File: src/rtl/ps2_pkg.sv
// Shared types and constants for the PS/2 host transmitter and its line synchroniser.
package ps2_pkg;

  typedef enum logic [2:0] {
    IDLE,
    INHIBIT,
    REQ,
    SHIFT,
    WAIT_IDLE,
    DONE
  } ps2_state_t;

  localparam logic [3:0] BITCNT_PARITY = 4'd9;
  localparam logic [3:0] BITCNT_STOP   = 4'd10;
  localparam logic [3:0] BITCNT_ACK    = 4'd11;

  localparam int MAX_RETRIES = 2;

  // PS/2 frames carry odd parity: data bits plus parity bit hold an odd count of ones.
  function automatic logic odd_parity(input logic [7:0] d);
    return ~^d;
  endfunction

endpackage

File: src/rtl/ps2_sync_edge.sv
// Two-flop synchroniser plus falling-edge detector for one PS/2 line.
// Flops reset to 1 (idle bus level) so leaving reset never fakes an edge.
module ps2_sync_edge (
  input  logic clk,
  input  logic rst_n,
  input  logic pin,
  output logic level,
  output logic fall
);

  logic sync_p0;
  logic sync_p1;
  logic prev_p2;

  // Synchronise the raw pin and keep one extra stage for edge detection.
  always_ff @(posedge clk or negedge rst_n) begin
    if (!rst_n) begin
      sync_p0 <= 1'b1;
      sync_p1 <= 1'b1;
      prev_p2 <= 1'b1;
    end else begin
      sync_p0 <= pin;
      sync_p1 <= sync_p0;
      prev_p2 <= sync_p1;
    end
  end

  assign level = sync_p1;
  assign fall  = prev_p2 & ~sync_p1;

endmodule

File: src/rtl/ps2_host_tx.sv
// PS/2 host-to-device command transmitter (clk8 domain).
// Only ever pulls lines low; the top level turns the DriveLow outputs into tristate pins.
// Optional macro PS2_HOST_TX_RETRY_EN: failed attempts restart automatically, up to
// MAX_RETRIES extra attempts with the same latched byte.
module ps2_host_tx
  import ps2_pkg::*;
#(
  parameter int CLK_HZ         = 8000000,
  parameter int INHIBIT_CYCLES = CLK_HZ / 10000,
  parameter int TIMEOUT_CYCLES = CLK_HZ / 1000 * 15
) (
  input  logic       clk8,
  input  logic       _reset,
  input  logic [7:0] txData,
  input  logic       txStart,
  output logic       txBusy,
  output logic       txDone,
  output logic       txError,
  input  logic       ps2ClkIn,
  input  logic       ps2DataIn,
  output logic       ps2ClkDriveLow,
  output logic       ps2DataDriveLow
);

  localparam int CNT_MAX = (TIMEOUT_CYCLES > INHIBIT_CYCLES) ? TIMEOUT_CYCLES : INHIBIT_CYCLES;
  localparam int CNT_W   = $clog2(CNT_MAX);
  localparam logic [CNT_W-1:0] INH_LAST = CNT_W'(INHIBIT_CYCLES - 1);
  localparam logic [CNT_W-1:0] TMO_LAST = CNT_W'(TIMEOUT_CYCLES - 1);

  ps2_state_t state, state_nxt;
  logic [CNT_W-1:0] cnt, cnt_nxt;
  logic [3:0] bit_cnt, bit_nxt;
  logic [7:0] tx_byte, byte_nxt;
  logic parity, parity_nxt;
  logic data_low, data_low_nxt;
  logic clk_low;
  logic ack_err, ack_err_nxt;
  logic clk_level, clk_fall, data_level;
`ifdef PS2_HOST_TX_RETRY_EN
  localparam logic [1:0] RETRY_LIMIT = 2'(MAX_RETRIES);
  logic [1:0] retry_cnt, retry_nxt;
`endif

  ps2_sync_edge u_clk_sync (
    .clk   (clk8),
    .rst_n (_reset),
    .pin   (ps2ClkIn),
    .level (clk_level),
    .fall  (clk_fall)
  );

  ps2_sync_edge u_data_sync (
    .clk   (clk8),
    .rst_n (_reset),
    .pin   (ps2DataIn),
    .level (data_level),
    .fall  ()
  );

  // Next-state logic; the data drive is computed one cycle ahead so both pin drivers are flops.
  always_comb begin
    state_nxt    = state;
    cnt_nxt      = cnt;
    bit_nxt      = bit_cnt;
    byte_nxt     = tx_byte;
    parity_nxt   = parity;
    data_low_nxt = data_low;
    ack_err_nxt  = ack_err;
`ifdef PS2_HOST_TX_RETRY_EN
    retry_nxt    = retry_cnt;
`endif
    case (state)
      IDLE: begin
        if (txStart) begin
          byte_nxt     = txData;
          parity_nxt   = odd_parity(txData);
          cnt_nxt      = '0;
          bit_nxt      = '0;
          ack_err_nxt  = 1'b0;
          data_low_nxt = 1'b0;
          state_nxt    = INHIBIT;
`ifdef PS2_HOST_TX_RETRY_EN
          retry_nxt    = '0;
`endif
        end
      end
      INHIBIT: begin
        if (cnt == INH_LAST) begin
          state_nxt = REQ;
          cnt_nxt   = '0;
        end else begin
          cnt_nxt = cnt + 1'b1;
        end
      end
      REQ: begin
        bit_nxt   = '0;
        state_nxt = SHIFT;
      end
      SHIFT: begin
        if (clk_fall) begin
          bit_nxt = bit_cnt + 4'd1;
          if (bit_nxt <= 4'd8) begin
            data_low_nxt = ~tx_byte[bit_cnt[2:0]];
          end else if (bit_nxt == BITCNT_PARITY) begin
            data_low_nxt = ~parity;
          end else if (bit_nxt == BITCNT_STOP) begin
            data_low_nxt = 1'b0;
          end else begin
            ack_err_nxt = data_level;
            state_nxt   = WAIT_IDLE;
          end
        end
      end
      WAIT_IDLE: begin
        if (clk_level && data_level) state_nxt = DONE;
      end
      DONE: state_nxt = IDLE;
      default: state_nxt = IDLE;
    endcase

    // Whole-transaction watchdog; overrides any edge seen in the same cycle.
    if (state == REQ || state == SHIFT || state == WAIT_IDLE) begin
      if (cnt == TMO_LAST) begin
        state_nxt    = DONE;
        data_low_nxt = 1'b0;
        ack_err_nxt  = 1'b1;
      end else begin
        cnt_nxt = cnt + 1'b1;
      end
    end

`ifdef PS2_HOST_TX_RETRY_EN
    // A failing attempt re-enters INHIBIT instead of reporting, while retries remain.
    if (state != DONE && state_nxt == DONE && ack_err_nxt && retry_cnt != RETRY_LIMIT) begin
      state_nxt    = INHIBIT;
      cnt_nxt      = '0;
      data_low_nxt = 1'b0;
      ack_err_nxt  = 1'b0;
      retry_nxt    = retry_cnt + 2'd1;
    end
`endif

    // Start bit: data goes low in the final inhibit cycle.
    if (state_nxt == INHIBIT && cnt_nxt == INH_LAST) data_low_nxt = 1'b1;
  end

  // State and datapath registers; reset releases both lines asynchronously.
  always_ff @(posedge clk8 or negedge _reset) begin
    if (!_reset) begin
      state    <= IDLE;
      cnt      <= '0;
      bit_cnt  <= '0;
      tx_byte  <= '0;
      parity   <= 1'b0;
      data_low <= 1'b0;
      clk_low  <= 1'b0;
      ack_err  <= 1'b0;
    end else begin
      state    <= state_nxt;
      cnt      <= cnt_nxt;
      bit_cnt  <= bit_nxt;
      tx_byte  <= byte_nxt;
      parity   <= parity_nxt;
      data_low <= data_low_nxt;
      clk_low  <= (state_nxt == INHIBIT);
      ack_err  <= ack_err_nxt;
    end
  end

`ifdef PS2_HOST_TX_RETRY_EN
  // Attempt counter for automatic retries.
  always_ff @(posedge clk8 or negedge _reset) begin
    if (!_reset) retry_cnt <= '0;
    else         retry_cnt <= retry_nxt;
  end
`endif

  assign txBusy          = (state != IDLE);
  assign txDone          = (state == DONE);
  assign txError         = (state == DONE) & ack_err;
  assign ps2ClkDriveLow  = clk_low;
  assign ps2DataDriveLow = data_low;

endmodule

File: config.mk
export PLATFORM = sky130hd
export DESIGN_NAME = ps2_host_tx
export DESIGN_NICKNAME = d
export VERILOG_FILES = /design/src/rtl/ps2_pkg.sv /design/src/rtl/ps2_sync_edge.sv /design/src/rtl/ps2_host_tx.sv
export SDC_FILE = /design/constraint.sdc
export NUM_CORES = 1
export LEC_CHECK = 0
export BUFFER_PORTS_ARGS = -buffer_cell sky130_fd_sc_hd__clkbuf_2
export CAP_MARGIN = 20
export CORE_MARGIN = 5
export CORE_UTILIZATION = 30
export CTS_BUF_LIST = sky130_fd_sc_hd__clkbuf_4 sky130_fd_sc_hd__clkbuf_8 sky130_fd_sc_hd__clkbuf_16
export CTS_CLUSTER_DIAMETER = 200
export DETAILED_ROUTE_END_ITERATION = 8
export SYNTH_ARGS = -nofsm -noshare
export SYNTH_HDL_FRONTEND = slang
export SYNTH_SLANG_ARGS = --single-unit
File: constraint.sdc
create_clock -name clk8 -period 2.38 [get_ports clk8]
set_clock_uncertainty 0.1 [all_clocks]
set_input_delay 0.357 -clock clk8 [delete_from_list [all_inputs] [get_ports clk8]]
set_output_delay 0.357 -clock clk8 [all_outputs]
set_load 0.02 [all_outputs]
==> results.md <==
- Outcome: finished with violations
- Failing checks: negative hold slack, negative setup slack
- Fin Hold WS: -0.00773 ns
- Reg-to-Reg Start: cnt[9]
- Fin nets: 360
- Fillers: 799
- Synth Instances: 259
- Initial Util: 30.4%
- Flop and latch count out of synthesis: 41
- WP data arrival: 2.66 ns
- CP Launch Type: register
- Post-synth top area share: 36.6%
- RSZ-0062 raised after global routing: yes
- Vias per cell: around 5.2
- Power per cell area: 408 mW/mm2
- Ys flop type: dfrtp_1
- Gr usage total: 13.6%
- CP endpoint: ps2DataDriveLow
- Sequential Power Share: around 53%
- Final setup fails: 1
- Remaining DRCs: 0
- TritonRoute pass-1 iters: 4
- Fmax: about 400 MHz
- Sw Ratio: 26.6%
- Reg-to-reg endpoint: ps2DataDriveLow
- Min setup slack post-route: -0.134 ns
- Worst min path class: input pin to async pin
- Site Rows: 33
- Grt ovf: 0
- First element of the critical path: cnt[9]
- Number of flops mapped to enable cells by yosys: 0
- CTS HTree Levels: 2
- Layout cell share with drive strength beyond 1: a little over two fifths
- P_int: 1.02 mW
- Boundary pin count: 18
- Yosys cell types: 63
- Area Growth Syn to Fin: 37.6%
- Relative slew slack: 65.9%
- Worst VDD drop: about 0.21 mV
- Port Buf Inserts: 17
- Total die area: ~0.010 mm2
- Syn_area_per_cell: around 9.5 um2
- R2R cell count: 9
- Worst-Margin Slew: about 0.51 ns
- Crit. End Element: register
- Register area share after synthesis: 41.9%
- Routed via count: roughly 2300
- Initial antenna violation count: 0
- Routed len/inst: 14.9 um
- Most numerous cell in the Yosys netlist: dfrtp_1
- Pre-CTS WS: -0.194 ns
- Final period util: 106%
- First-pass GRT wire length: 11.0 mm
- Vias in the first global route: approximately 2200
- Final hold viol count: 2
- Combinational fraction of design power: between 10% and 20%
- DR iter-0 viols: 160
- Leakage power: 1.48 nW
- Clock root buffer: clkbuf_8
- Clk slew on worst S/H paths: 0.09 ns
- CTS tree: yes
- Fin. max-slew vios: 0
- Max Cap Viol: 0
- Mapped cell area: 0.00246 mm2
- Top cells by count, synth: dfrtp_1, nand2_1, o21ai_0, nor2_1, a21oi_1
- Critical Path RT: ~2.5 ns
- WS Path Type: register to register
- Chip height: 101 um
- Synth Warn #: 0
- Antenna Nets Post-Route: 0
- Net Count, Synth: about 280
- Core area: a little over 0.008 mm2
- R2R setup slack: -0.13 ns
- Fraction of registers with async set/reset: 100%
- Clock latency on the worst-skew pair: roughly 0.30 ns
- Final WL: 6.66 mm
- Pin count of the biggest net entering global routing: 42
- Tmin final: 2.51 ns
- P_sw: 0.369 mW
- RePlAce Congestion: 0.881
- Crit-path max FO: 9
- DPL Wire Length: between 5 and 6 mm
- Die width: between 100 and 150 um
- CTS sink count: 41
- Synth area leaders: dfrtp_1, dfstp_2, o21ai_0
- Clock share of power: 33.9%
- Clock Path Buffers: 2
- Number of CTS-inserted buffers: 5
- ANT cells: 0
- Yosys top cell by area: dfrtp_1
- Total power: 1.38 mW
registers in the layout, summed over array words and instances, names as in the netlist:
signal               count
parity                   1
u_clk_sync.prev_p2       1
u_clk_sync.sync_p0       1
state                    3
ps2DataDriveLow          1
cnt                     17
tx_byte                  8
ps2ClkDriveLow           1
ack_err                  1
u_data_sync.level        1
u_clk_sync.level         1
bit_cnt                  4
u_data_sync.sync_p0      1
power groups by stage:
stage | sequential [mW] | clock (mW) | combinational (mW)
floorplan | 0.754 | 0 | 0.0766
global placement | 0.750 | 0 | 0.171
detailed placement | 0.751 | 0 | 0.169
CTS | 0.738 | 0.484 | 0.173
global route | 0.741 | 0.516 | 0.194
finish | 0.738 | 0.470 | 0.176
worst max-delay path: stages, from the launching register on:
cell and delay [ns]:
dfrtp_1 0.38, nand2_2 0.07, or4b_4 0.57, o31ai_4 0.32, buf_4 0.17, nand2_4 0.11
a31oi_4 0.17, o2111ai_2 0.14, nor4b_2 0.27, a21o_1 0.15
worst min path at each step:
stage / from / to
2_1_floorplan: _reset / ack_err
3_3_place_gp: u_data_sync.sync_p0 / u_data_sync.level
3_5_place_dp: u_clk_sync.sync_p0 / u_clk_sync.level
4_1_cts: _reset / cnt[11]
5_1_grt: ps2ClkIn / u_clk_sync.sync_p0
6_report: _reset / cnt[11]
kinds of logic (layout without fill, tap and decap cells):
group | count (synthesis) | in the layout | share of synthesized area, %
compound gates | 71 | 71 | 19.9
xor+xnor | 10 | 10 | 3.56
fa+ha+maj | 5 | 5 | 2.54
buf+inv | 18 | 102 | 2.79
flops | 41 | 41 | 41.9
mux | 11 | 11 | 5.89
simple gates | 103 | 103 | 23.5
cells in the final DEF (no fill, tap or decap), types with 6 or more instances in the layout:
cell type  count
nor2_1        15
nand2_1       18
inv_1          7
dfrtp_1       36
a21oi_1       13
xnor2_1        8
buf_4         70
nand3_1       13
nand4_1        6
clkbuf_2      17
o21ai_0       18
mux2_2         8
or3_1          6
cell type report:
type / instances / area (um2) / share of cell area, %
Multi-Input combinational cell: 200 / 1500 / 44.2
Sequential cell: 41 / 1030 / 30.4
Timing Repair Buffer: 87 / 611 / 18.0
Tap cell: 105 / 131 / 3.87
Clock buffer: 5 / 68.8 / 2.03
Inverter: 7 / 26.3 / 0.775
Clock inverter: 3 / 21.3 / 0.627
repair_timing:
| action | 4_1_cts | 5_1_grt |
|---|---|---|
| setup buffers | 2 | 3 |
| pin swaps | 8 | 10 |
| hold buffers | 0 | 0 |
| resized for setup | 14 | 10 |
| gates cloned | 0 | 0 |
| endpoints found under the hold margin | 0 | 0 |
| endpoints found under the setup margin | 2 | 3 |
metrics by stage:
stage | utilization, % | setup TNS (ns) | cell area (um2) | hold slack (ns) | cells
floorplan | - | -0.0619 | 2520 | -0.0386 | 259
global placement | 39.1 | -0.243 | 3160 | 0.248 | 435
detailed placement | 39.1 | -0.230 | 3160 | 0.247 | 435
CTS | 41.1 | -0.0524 | 3320 | 0.0242 | 445
global route | 41.9 | -0.204 | 3390 | 0.0410 | 448
finish | 41.9 | -0.134 | 3390 | -0.00773 | 448
routing by layer:
| metal | part of all wire [%] | track usage [%] | wire length (um) |
|---|---|---|---|
| met1 | 44 | 17.7 | 2900 |
| met2 | 49 | 22.9 | 3290 |
| met3 | 4.3 | 1.87 | 287 |
| met4 | 2.6 | 5.39 | 176 |
| met5 | 0 | 0 | 0 |
Power figures use the tool's default switching activity.
